### src/rtl/pkt_pkg.sv
// Shared command constants, error codes and FSM state type for the packet command decoder.
package pkt_pkg;

  localparam logic [7:0] CMD_CSR      = 8'h00;
  localparam logic [7:0] CMD_BUF_BASE = 8'h20;
  localparam logic [7:0] CMD_START    = 8'h50;
  localparam logic [7:0] CMD_STATUS   = 8'h70;

  typedef enum logic [1:0] {
    ERR_NONE    = 2'd0,
    ERR_BADCMD  = 2'd1,
    ERR_CSUM    = 2'd2,
    ERR_TIMEOUT = 2'd3
  } err_code_t;

  typedef enum logic [2:0] {S_CMD, S_ADDR, S_DATA, S_CSUM, S_DISP} state_t;

  typedef enum logic [2:0] {K_CSR, K_BUF, K_START, K_STATUS, K_ILLEGAL} cmd_kind_t;

  // Start/status take precedence over a buffer code that aliases them when many buffers exist.
  function automatic cmd_kind_t cmd_kind(input logic [7:0] cmd, input int unsigned num_buf);
    cmd_kind_t k;
    k = K_ILLEGAL;
    if (cmd == CMD_CSR) k = K_CSR;
    else if (cmd == CMD_START) k = K_START;
    else if (cmd == CMD_STATUS) k = K_STATUS;
    else if (cmd[3:0] == 4'h0 && cmd >= CMD_BUF_BASE && {28'd0, cmd[7:4]} < num_buf + 32'd2)
      k = K_BUF;
    return k;
  endfunction

endpackage

### src/rtl/pkt_timeout_ctr.sv
// Idle-cycle counter; o_expire flags the idle cycle whose count reaches TIMEOUT_CYC.
module pkt_timeout_ctr #(
  parameter int TIMEOUT_CYC = 50000
) (
  input  logic clk,
  input  logic rst,
  input  logic i_clr,
  input  logic i_en,
  output logic o_expire
);

  localparam int CW = $clog2(TIMEOUT_CYC + 1);
  localparam logic [CW-1:0] LAST = CW'(TIMEOUT_CYC - 1);

  logic [CW-1:0] r_cnt;

  always_ff @(posedge clk) begin
    if (rst || i_clr || !i_en) r_cnt <= '0;
    else if (r_cnt != LAST) r_cnt <= r_cnt + CW'(1);
  end

  assign o_expire = i_en && !i_clr && (r_cnt == LAST);

endmodule

### src/rtl/pkt_cmd_decoder.sv
// Byte-stream packet decoder: frames cmd/addr/data(/checksum) and dispatches one strobe per packet.
module pkt_cmd_decoder
  import pkt_pkg::*;
#(
  parameter int DATA_BYTES  = 4,
  parameter int ADDR_BYTES  = 2,
  parameter int NUM_BUF     = 2,
  parameter int CSUM_EN     = 0,
  parameter int TIMEOUT_CYC = 50000
) (
  input  logic                    clk,
  input  logic                    rst,
  input  logic                    in_valid,
  input  logic [7:0]              in_data,
  output logic                    in_ready,
  input  logic                    dsp_ready,
  output logic                    csr_we,
  output logic [NUM_BUF-1:0]      buf_we,
  output logic                    start_pulse,
  output logic                    status_req,
  output logic [8*ADDR_BYTES-1:0] addr,
  output logic [8*DATA_BYTES-1:0] wdata,
  output logic                    busy,
  output logic                    err_pulse,
  output logic [1:0]              err_code,
  output logic [15:0]             pkt_cnt,
  output logic [7:0]              err_cnt
);

  localparam logic [3:0] ADDR_LAST = 4'(ADDR_BYTES - 1);
  localparam logic [3:0] DATA_LAST = 4'(DATA_BYTES - 1);

  state_t                  r_state;
  logic [3:0]              r_bcnt;
  logic [7:0]              r_cmd;
  logic [7:0]              r_xor;
  logic [8*ADDR_BYTES-1:0] r_addr;
  logic [8*DATA_BYTES-1:0] r_wdata;
  logic                    r_csr_we;
  logic [NUM_BUF-1:0]      r_buf_we;
  logic                    r_start;
  logic                    r_status;
  logic                    r_err_pulse;
  err_code_t               r_err_code;
  logic [15:0]             r_pkt_cnt;
  logic [7:0]              r_err_cnt;

  logic      w_accept;
  logic      w_tmo_en;
  logic      w_expire;
  logic      w_finish;
  logic      w_err;
  logic      w_dispatch;
  err_code_t w_err_code;
  cmd_kind_t w_kind;
  logic [3:0] w_bidx;

  assign in_ready    = (r_state != S_DISP);
  assign busy        = (r_state != S_CMD);
  assign w_accept    = in_valid && in_ready;
  assign w_tmo_en    = (r_state == S_ADDR) || (r_state == S_DATA) || (r_state == S_CSUM);
  assign w_kind      = cmd_kind(r_cmd, unsigned'(NUM_BUF));
  assign w_bidx      = r_cmd[7:4] - 4'd2;
  assign w_dispatch  = w_finish && !w_err;

  assign csr_we      = r_csr_we;
  assign buf_we      = r_buf_we;
  assign start_pulse = r_start;
  assign status_req  = r_status;
  assign addr        = r_addr;
  assign wdata       = r_wdata;
  assign err_pulse   = r_err_pulse;
  assign err_code    = r_err_code;
  assign pkt_cnt     = r_pkt_cnt;
  assign err_cnt     = r_err_cnt;

  pkt_timeout_ctr #(.TIMEOUT_CYC(TIMEOUT_CYC)) u_timeout (
    .clk      (clk),
    .rst      (rst),
    .i_clr    (w_accept),
    .i_en     (w_tmo_en),
    .o_expire (w_expire)
  );

  // The final byte decides dispatch; a bad command outranks a bad checksum.
  always_comb begin
    w_finish   = 1'b0;
    w_err      = 1'b0;
    w_err_code = ERR_NONE;
    if (w_accept) begin
      if (r_state == S_CSUM) w_finish = 1'b1;
      else if (r_state == S_DATA && r_bcnt == DATA_LAST && CSUM_EN == 0) w_finish = 1'b1;
    end
    if (w_expire) begin
      w_err      = 1'b1;
      w_err_code = ERR_TIMEOUT;
    end else if (w_finish && w_kind == K_ILLEGAL) begin
      w_err      = 1'b1;
      w_err_code = ERR_BADCMD;
    end else if (w_finish && r_state == S_CSUM && (r_xor ^ in_data) != 8'h00) begin
      w_err      = 1'b1;
      w_err_code = ERR_CSUM;
    end
  end

  always_ff @(posedge clk) begin
    if (rst) begin
      r_state     <= S_CMD;
      r_bcnt      <= '0;
      r_cmd       <= '0;
      r_xor       <= '0;
      r_addr      <= '0;
      r_wdata     <= '0;
      r_err_pulse <= 1'b0;
      r_err_code  <= ERR_NONE;
      r_err_cnt   <= '0;
    end else begin
      r_err_pulse <= w_err;
      if (w_err) begin
        r_err_code <= w_err_code;
        if (r_err_cnt != 8'hFF) r_err_cnt <= r_err_cnt + 8'd1;
      end
      case (r_state)
        S_CMD: if (w_accept) begin
          r_cmd   <= in_data;
          r_xor   <= in_data;
          r_bcnt  <= '0;
          r_state <= S_ADDR;
        end
        S_ADDR: if (w_accept) begin
          r_addr[8*r_bcnt[1:0] +: 8] <= in_data;
          r_xor <= r_xor ^ in_data;
          if (r_bcnt == ADDR_LAST) begin
            r_bcnt  <= '0;
            r_state <= S_DATA;
          end else r_bcnt <= r_bcnt + 4'd1;
        end else if (w_expire) begin
          r_bcnt  <= '0;
          r_state <= S_CMD;
        end
        S_DATA: if (w_accept) begin
          r_wdata[8*r_bcnt[2:0] +: 8] <= in_data;
          r_xor <= r_xor ^ in_data;
          if (r_bcnt == DATA_LAST) begin
            r_bcnt  <= '0;
            r_state <= (CSUM_EN != 0) ? S_CSUM : (w_dispatch ? S_DISP : S_CMD);
          end else r_bcnt <= r_bcnt + 4'd1;
        end else if (w_expire) begin
          r_bcnt  <= '0;
          r_state <= S_CMD;
        end
        S_CSUM: if (w_accept || w_expire) begin
          r_bcnt  <= '0;
          r_state <= w_dispatch ? S_DISP : S_CMD;
        end
        S_DISP: if (dsp_ready) r_state <= S_CMD;
        default: r_state <= S_CMD;
      endcase
    end
  end

  // Strobes rise on entry to S_DISP and hold until the sink takes them.
  always_ff @(posedge clk) begin
    if (rst) begin
      r_csr_we  <= 1'b0;
      r_buf_we  <= '0;
      r_start   <= 1'b0;
      r_status  <= 1'b0;
      r_pkt_cnt <= '0;
    end else if (w_dispatch) begin
      r_csr_we <= (w_kind == K_CSR);
      r_buf_we <= (w_kind == K_BUF) ? (NUM_BUF'(1) << w_bidx) : '0;
      r_start  <= (w_kind == K_START);
      r_status <= (w_kind == K_STATUS);
    end else if (r_state == S_DISP && dsp_ready) begin
      r_csr_we  <= 1'b0;
      r_buf_we  <= '0;
      r_start   <= 1'b0;
      r_status  <= 1'b0;
      r_pkt_cnt <= r_pkt_cnt + 16'd1;
    end
  end

endmodule

### config.mk
export PLATFORM = sky130hd
export DESIGN_NAME = pkt_cmd_decoder
export DESIGN_NICKNAME = d
export VERILOG_FILES = /design/src/rtl/pkt_pkg.sv /design/src/rtl/pkt_timeout_ctr.sv /design/src/rtl/pkt_cmd_decoder.sv
export SDC_FILE = /design/constraint.sdc
export NUM_CORES = 1
export LEC_CHECK = 0
export BUFFER_PORTS_ARGS = -buffer_cell sky130_fd_sc_hd__buf_2
export CAP_MARGIN = 20
export CELL_PAD_IN_SITES_DETAIL_PLACEMENT = 2
export CELL_PAD_IN_SITES_GLOBAL_PLACEMENT = 2
export CORE_ASPECT_RATIO = 0.6
export CORE_MARGIN = 5
export CORE_UTILIZATION = 30
export CTS_CLUSTER_SIZE = 10
export DETAILED_ROUTE_END_ITERATION = 8
export PLACE_DENSITY_LB_ADDON = 0.1
export SETUP_SLACK_MARGIN = 0.4
export SLEW_MARGIN = 15
export SYNTH_ARGS = -nofsm -noshare
export SYNTH_HDL_FRONTEND = slang
export SYNTH_SLANG_ARGS = --single-unit
export TNS_END_PERCENT = 10
### constraint.sdc
create_clock -name clk -period 2.5 [get_ports clk]
set_input_delay 0.375 -clock clk [delete_from_list [all_inputs] [get_ports clk]]
set_output_delay 0.375 -clock clk [all_outputs]
set_load 0.03 [all_outputs]
Word-level counts from Yosys, hierarchy flattened --
Index checks and enable logic that the tools add are counted.
Word-level totals: register bits after elaboration 119, input port bits 12, output and inout port bits 82
Cells by class: mux-type cells 43, $lt $le $gt $ge 2, bitwise logic cells 2, $add $sub $neg 7, equality and inequality tests 22, shift-type cells 5, reductions and logical operators 37
Operators with widths (number):
- 3-bit 2-to-1 mux | 13
- 5-bit negator with 34-bit output | 1
- 6-bit negator with 34-bit output | 1
- 8-bit by 34-bit variable shift with 16-bit output (first input constant) | 1
- 8-bit by 34-bit variable shift with 32-bit output (first input constant) | 1
- 8-bit by 34-bit indexed part select with 16-bit output | 1
- 8-bit by 34-bit indexed part select with 32-bit output | 1
- 16-bit by 1-bit adder with 16-bit output (second input constant) | 2
- 32-bit bitwise mux | 1
- 4-bit 2-to-1 mux | 7
- 16-bit bitwise mux | 1
- 16-bit equality test (second input constant) | 1
- 8-bit by 7-bit equality test with 1-bit output (second input constant) | 2
- 8-bit 2-to-1 mux | 2
- 16-bit != test (second input constant) | 1
- 4-bit one-hot mux with 4 select lines | 1
- 8-bit one-hot mux with 2 select lines | 1
- 3-bit one-hot mux with 5 select lines | 1
- 3-bit by 2-bit equality test with 1-bit output (second input constant) | 4
- 2-bit 2-to-1 mux | 6
- 1-bit logical AND | 11
- 1-bit 2-to-1 mux | 10
- 2-bit AND reduction | 5
- 3-bit != test (second input constant) | 3
- other kinds (27) | 40

Logic depth before layout (Yosys ltp) --
Gate-level depths: netlist of run 1.
depth after elaboration 17, mapped depth 10, gate-level depth less buffers 8

Hierarchy --
Synthesis of run 1 repeated with hierarchy kept, for this count alone.
Second synthesis, totals: cells, all modules 687, area total of the unflattened synthesis 5669.2 µm²
By module, submodules not included:
- pkt_cmd_decoder | instances 1, area an instance 4913.5 µm², cells an instance 602
- pkt_timeout_ctr | instances 1, area an instance 755.7 µm², cells an instance 85

Worst setup path before layout of run 1 --
Ideal clock, no wire load.
path kind reg-to-reg, start register r_bcnt[0], end register r_wdata[2] (netlist: wdata[2]), cell stages (with the launch flop) 10, path slack 38 ps, clock period less this slack 2462 ps, arrival time 2334 ps, path buffers 1, path through dfxtp_1 clkbuf_1 inv_1 ha_1 ha_1 or4_1 nor2_1 nand4_1 mux2i_1 nor2_1
Between the ends: word-level cells in the longest chain between the ends 3, elaborated cells on any way between the ends 4, those cells by class add/sub: 1; shift: 2; mux: 1
RTL lines:
- start: declaration | line pkt_cmd_decoder.sv:34 | logic [3:0] r_bcnt;
- start signal: assignment | line pkt_cmd_decoder.sv:136 | end else r_bcnt <= r_bcnt + 4'd1;
- start signal: assignment | line pkt_cmd_decoder.sv:147 | end else r_bcnt <= r_bcnt + 4'd1;
- 6-bit negator with 34-bit output * | line pkt_cmd_decoder.sv:142 | r_wdata[8*r_bcnt[2:0] +: 8] <= in_data;
- 8-bit by 34-bit indexed part select with 32-bit output / 8-bit by 34-bit variable shift with 32-bit output (equally long branches) | line pkt_cmd_decoder.sv:142
- 32-bit bitwise mux * | line pkt_cmd_decoder.sv:142
- end signal: indexed assignment | line pkt_cmd_decoder.sv:142
- end: declaration | line pkt_cmd_decoder.sv:38 | logic [8*DATA_BYTES-1:0] r_wdata;
Every way passes the cells marked *; elsewhere a longest branch is shown, timed or not. A chain may end at the register's enable or synchronous reset.

Worst setup path in the final report of run 1 --
start register r_bcnt[1], end register r_wdata[5] (netlist: wdata[5])
Same word-level chain as after synthesis.

==> results of run 1 <==
## timing repair
item | CTS | global route
gates resized for setup | 17 | 9
pin swaps | 7 | 1
buffers inserted | 14 | 0
hold buffers | 0 | 0
endpoints found under the setup margin | 38 | 34
## cell usage after synthesis (all sizes together), types with 2 or more instances
cell    number
dfxtp      119
nor2        85
nand2       79
a21oi       59
nand3       43
xor2        30
mux2i       25
clkbuf      23
o21ai       19
nand4       13
buf         12
ha          10
nor3b       10
inv          9
or3          9
a32oi        8
and3         7
nor3         7
and2         5
nor4         5
or4          5
xnor2        5
and4         3
nand2b       3
nor2b        3
o21bai       3
o31ai        3
and4b        2
nand3b       2
nor4b        2
## power by group
group          switching [uW]  internal [uW]  total, uW  leakage [uW]
Combinational             284            151        435       0.00163
Sequential               41.0           1930       1980      0.000964
Clock                     906           1370       2280      0.000267
## worst register-to-register path, stage by stage, from the launching register on
cell and delay [ns]:
dfxtp_2 0.37, inv_2 0.10, ha_4 0.32, or4_1 0.48
nor2_1 0.12, nand4_1 0.13, buf_6 0.19, mux2i_4 0.19
nor2_2 0.06
## stage by stage
stage / setup WS, ns / utilization
after floorplan: 0.315 / -
after global placement: 0.279 / 0.355
after detailed placement: 0.224 / 0.355
after CTS: 0.353 / 0.397
after global routing: 0.283 / 0.399
final: 0.387 / 0.399
## state kept, by name (all words and copies together), names as in the netlist, 2 cells and up
signal	cells
r_bcnt	4
wdata	32
err_code	2
buf_we	2
r_xor	8
err_cnt	8
addr	16
u_timeout.r_cnt	16
r_state	3
pkt_cnt	16
r_cmd	8
## layer usage
layer  routed length, um  vias up  track usage  share of wire
li1                    -     2387            -              -
met1                9010     2492        0.247           0.49
met2                8410       76        0.296           0.46
met3                 805       16       0.0575          0.044
met4                 142        4       0.0420         0.0077
met5                  21        -            0         0.0011
## path summary, 6_finish.rpt
| check | cells after the start | end | slack, ns | from |
|---|---|---|---|---|
| min | 2 | err_cnt[1]$_SDFFE_PP0P_ | 0.33 | rst |
| min reg2reg | 2 | addr[3]$_SDFFE_PP0P_ | 0.45 | addr[3]$_SDFFE_PP0P_ |
| max | 8 | wdata[5]$_SDFFE_PP0P_ | 0.39 | r_bcnt[1]$_SDFFE_PP0P_ |
| max reg2reg | 8 | wdata[5]$_SDFFE_PP0P_ | 0.39 | r_bcnt[1]$_SDFFE_PP0P_ |
## logic make-up after synthesis
logic type / Yosys count / share of synthesized area
DFF: 119 / 0.452
buffers and inverters: 44 / 0.0353
muxes: 26 / 0.0496
adders and majority gates: 10 / 0.0237
AOI/OAI and AO/OA: 100 / 0.111
xor gates and xnor gates: 35 / 0.0581
and+or+nand+nor: 286 / 0.271
## cell usage in the layout (no fill, tap or decap), types with 5 or more instances in the layout
cell type,synthesis,layout
nand4_1,11,11
dfxtp_1,119,114
nor3_1,7,7
nand3_1,43,43
clkinv_2,0,6
a21oi_1,58,58
a32oi_1,8,8
buf_4,0,39
buf_2,10,92
and3_1,7,7
xnor2_1,5,5
mux2i_1,25,24
dfxtp_2,0,5
or3_1,9,8
nand2_1,79,79
xor2_1,30,30
nor3b_1,10,8
clkbuf_16,0,17
o21ai_0,19,18
nor2_1,84,81
ha_1,10,6
inv_1,9,7
## cell type report
class	count	area, um^2
inverter	9	38.8
fill	1965	10300
tap	234	293
multi-input combinational	457	2830
sequential	119	2390
clock inverter	13	109
clock buffer	18	439
timing repair buffer	133	776
==> results.md, run 1 <==
- Run status: finished, final reports clean
- Fin crit share: 0.845
- Post-synth EDFFs: 0
- Hold WC Path Type: input port to flop
- DP HPWL: 12.6 mm
- Arrival @ worst endpoint: 2.39 ns
- Asr flop ratio synth: 0
- Via/cell ratio: 5.06
- Startpoint class of the critical path: flop
- First-pass GRT wire length: 29.9 mm
- P per Cell Area: 682 nW/um^2
- Area share of the largest cell type after synthesis: 0.452
- Vias in the first global route: 5387
- Total Routing Usage GR: 0.185
- GRT overflow: 0
- Post-synthesis net count: 642
- Root buffer cell: clkbuf_16
- I/O Buffers: 93
- Mapped Area: 5280 um^2
- Non-Filler Instances: 983
- IO Pins: 94
- H-tree depth: 4
- Ys Warns: 0
- Fin. Hold Viols: 0
- Worst endpoint required time: 2.77 ns
- Family with the most delay on the worst path: simple AND/OR/NAND/NOR gates
- Die Span X: 181 um
- Routed length per instance: 18.7 um
- Clock buffer depth: 2
- Max transition margin: 0.455
- Initial Utilization: 0.306
- Max incr delay on CP: 0.48 ns
- Final #Nets: 759
- Clock Pin Slew Worst Setup and Hold Paths: 0.05 ns
- Sequential share of the synthesized area: 0.452
- Worst Max-Slew Pin Slew: 0.818 ns
- Yosys reg bits: 119
- Initial antenna violation count: 2
- Pre-Repair DR Iteration Count: 5
- Pins over their slew limit: 0
- Crit path max-delay cell type: or4_1
- Setup-failing EPs final: 0
- WHS: 0.332 ns
- Worst-path maximum fanout: 15
- Core Footprint: 17200 um^2
- Power Total: 4690 uW
- RePlAce Congestion: 0.769
- Area contributors post-synth: dfxtp_1 (45%), nor2_1 (6.0%), nand2_1 (5.6%)
- Area leader, netlist: dfxtp_1
- Die span in y: 113 um
- Crit path kind: flop to flop
- Ant. Diodes: 0
- Aggregate routed wire length: 18.4 mm
- Average size of a mapped cell: 8.51 um^2
- CTS tree: done
- Row Count: 37
- Clk sinks: 119
- Share of layout cells above drive strength 1: 0.262
- F_max: 473 MHz
- Largest net degree at the start of global routing: 77
- CTS buffer count: 17
- Clock Latency Late Sink: 0.43 ns
- Vias: 4975
- Max_cap viols: 0
- Top_reg_cell synth: dfxtp_1
- ANT nets after route: 0
- Max VDD drop: 0.455 mV
- Final setup skew: 0.0114 ns
- Buffer and inverter count on the worst path: 2
- Area grow syn2layout: 30.4%
- DRC viols: 0
- RSZ-0062 raised after global routing: true
- Post-route cell area: 6880 um^2
- CP endpoint kind: flop
- Leak Pwr: 0.00286 uW
- Cells after Synth: 620
- Post-synthesis cell type count: 53
- Iteration-0 DRC Markers: 194
- Crit-path cells: inv_2 > ha_4 > or4_1 > nor2_1 > nand4_1 > buf_6 > mux2i_4 > nor2_2
- Final Critical Period: 2.11 ns
- Area of the die: 20400 um^2
- Setup_tns: 0 ns
- Placed Area: 6120 um^2
- Dpl cells: 938
Power figures use the tool's default switching activity.
==> run 2: changes to the inputs <==
==> constraint.sdc (replaced) <==
create_clock -name clk -period 1.7 [get_ports clk]
set_input_delay 0.255 -clock clk [delete_from_list [all_inputs] [get_ports clk]]
set_output_delay 0.255 -clock clk [all_outputs]
set_load 0.03 [all_outputs]
==> results.md, run 2 (synthesis gave the netlist of run 1 again) <==
- I/O Buffers: 93
- CTS tree: done
- Die span in y: 113 um
- FF-to-FF End: err_cnt[5]$_SDFFE_PP0P_
- Worst endpoint required time: 2.05 ns
- Clock Pin Slew Worst Setup and Hold Paths: 0.06 ns
- Worst-path maximum fanout: 6
- Path length in cells of the critical path: 8
- Worst Max-Slew Pin Slew: 0.624 ns
- Arrival @ worst endpoint: 2.56 ns
- Vias in the first global route: 5991
- Hold buffers post-CTS: 0
- Row Count: 37
- Via/cell ratio: 4.99
- CTS buffer count: 17
- Aggregate routed wire length: 20.9 mm
- Buffer and inverter count on the worst path: 2
- Final #Nets: 832
- Commonest non-fill, non-tap cell in the layout: buf_4
- Initial antenna violation count: 1
- Startpoint class of the critical path: flop
- Hold path start: rst
- Power Total: 7260 uW
- Fin. Hold Viols: 0
- P per Cell Area: 921 nW/um^2
- Die Span X: 181 um
- IO Pins: 94
- Hold WC Path Type: input port to flop
- Crit-path cells: xor2_1 > nor4_4 > buf_4 > a211oi_4 > o31ai_4 > buf_2 > or4_1 > a21oi_1
- Fin crit share: 1.30
- Pre-Repair DR Iteration Count: 4
- Post-route cell area: 7880 um^2
- Leak Pwr: 0.00330 uW
- FF-to-FF setup slack: -0.51 ns
- Number of flip-flops under the largest register name: 32
- Hold EP: err_cnt[4]$_SDFFE_PP0P_
- Routed length per instance: 19.8 um
- PnR worst setup slack: -0.505 ns
- Max_cap viols: 0
- ANT nets after route: 0
- DRC viols: 0
- Crit path kind: flop to flop
- Largest net degree at the start of global routing: 56
- DP HPWL: 14.0 mm
- Non-Filler Instances: 1057
- Placed Area: 6690 um^2
- RePlAce Congestion: 0.765
- CP endpoint kind: flop
- Worst Hold Depth: 2
- RSZ-0062 raised after global routing: true
- Family with the most delay on the worst path: compound AO/OA/AOI/OAI gates
- Run status: finished with violations
- Clock buffer depth: 2
- Setup-failing EPs final: 58
- Ant. Diodes: 0
- Failing checks: negative setup slack
- GRT overflow: 0
- Final Critical Period: 2.21 ns
- Max VDD drop: 0.693 mV
- Share of layout cells above drive strength 1: 0.392
- Clock Latency Late Sink: 0.43 ns
- F_max: 453 MHz
- Max transition margin: 0.584
- Commonest non-fill, non-tap cells in the layout: buf_4 (110), dfxtp_1 (103), nor2_1 (77)
- Reg2reg start: r_xor[1]$_SDFFE_PP0P_
- Pins over their slew limit: 0
- Root buffer cell: clkbuf_16
- Post-Place Worst Slack: -0.558 ns
- Iteration-0 DRC Markers: 170
- Core Footprint: 17200 um^2
- Max incr delay on CP: 0.40 ns
- Area of the die: 20400 um^2
- Dpl cells: 1014
- Area grow syn2layout: 49.4%
- Vias: 5279
- Cell count of the worst reg-to-reg path: 8
- Clk sinks: 119
- Final setup skew: 0.0136 ns
- Initial Utilization: 0.306
- Crit path max-delay cell type: or4_1
- Total Routing Usage GR: 0.205
- H-tree depth: 4
- First-pass GRT wire length: 33.1 mm
==> run 2: changes by cell type in the layout (fill, tap and decap cells not counted), sizes merged <==
cell / delta
clkinvlp: +3
buf: +68
inv: -1
clkinv: -4
clkbuf: +8
==> run 2: what timing repair did <==
item / in CTS / in global routing
resized for setup: 90 / 64
setup buffers: 4 / 5
endpoints found under the setup margin: 141 / 146
gates cloned: 0 / 2
pin swaps: 23 / 27
==> run 2: through the flow <==
| stage | hold slack (ns) | util | setup TNS [ns] |
|---|---|---|---|
| floorplan | 0.430 | - | -14.47 |
| global route | 0.171 | 0.458 | -25.04 |
| global placement | 0.441 | 0.389 | -20.12 |
| finish | 0.180 | 0.458 | -18.63 |
| detailed placement | 0.444 | 0.389 | -24.29 |
| CTS | 0.153 | 0.442 | -16.44 |
==> run 2: area by class of cell <==
| type | instances | area, um^2 |
|---|---|---|
| Clock buffer | 21 | 470 |
| Clock inverter | 11 | 100 |
| Fill cell | 1855 | 9340 |
| Inverter | 9 | 42.5 |
| Multi-Input combinational cell | 457 | 3070 |
| Sequential cell | 119 | 2410 |
| Tap cell | 234 | 293 |
| Timing Repair Buffer | 206 | 1500 |
==> run 2: routing by layer <==
metal	vias up	share of wire	GRT usage
met5	-	0.00053	0
met4	2	0.015	0.0655
met3	27	0.034	0.0488
met2	86	0.49	0.343
met1	2642	0.46	0.263
li1	2522	-	-
==> run 2: report_power, final <==
group,switching [uW],internal [uW]
Sequential,54.5,2840
Clock,1380,2120
Combinational,506,349
Total,1940,5310
==> run 2: how the worst max path moves through the flow <==
stage,from,to,slack [ns]
floorplan,r_bcnt[0]$_SDFFE_PP0P_,wdata[3]$_SDFFE_PP0P_,-0.49
global placement,in_data[6],buf_we[0]$_SDFFE_PP0P_,-0.44
detailed placement,r_cmd[1]$_SDFFE_PP0P_,start_pulse$_SDFFE_PP0P_,-0.56
CTS,r_bcnt[1]$_SDFFE_PP0P_,wdata[2]$_SDFFE_PP0P_,-0.47
global route,r_bcnt[1]$_SDFFE_PP0P_,wdata[0]$_SDFFE_PP0P_,-0.56
finish,r_xor[1]$_SDFFE_PP0P_,err_cnt[5]$_SDFFE_PP0P_,-0.51
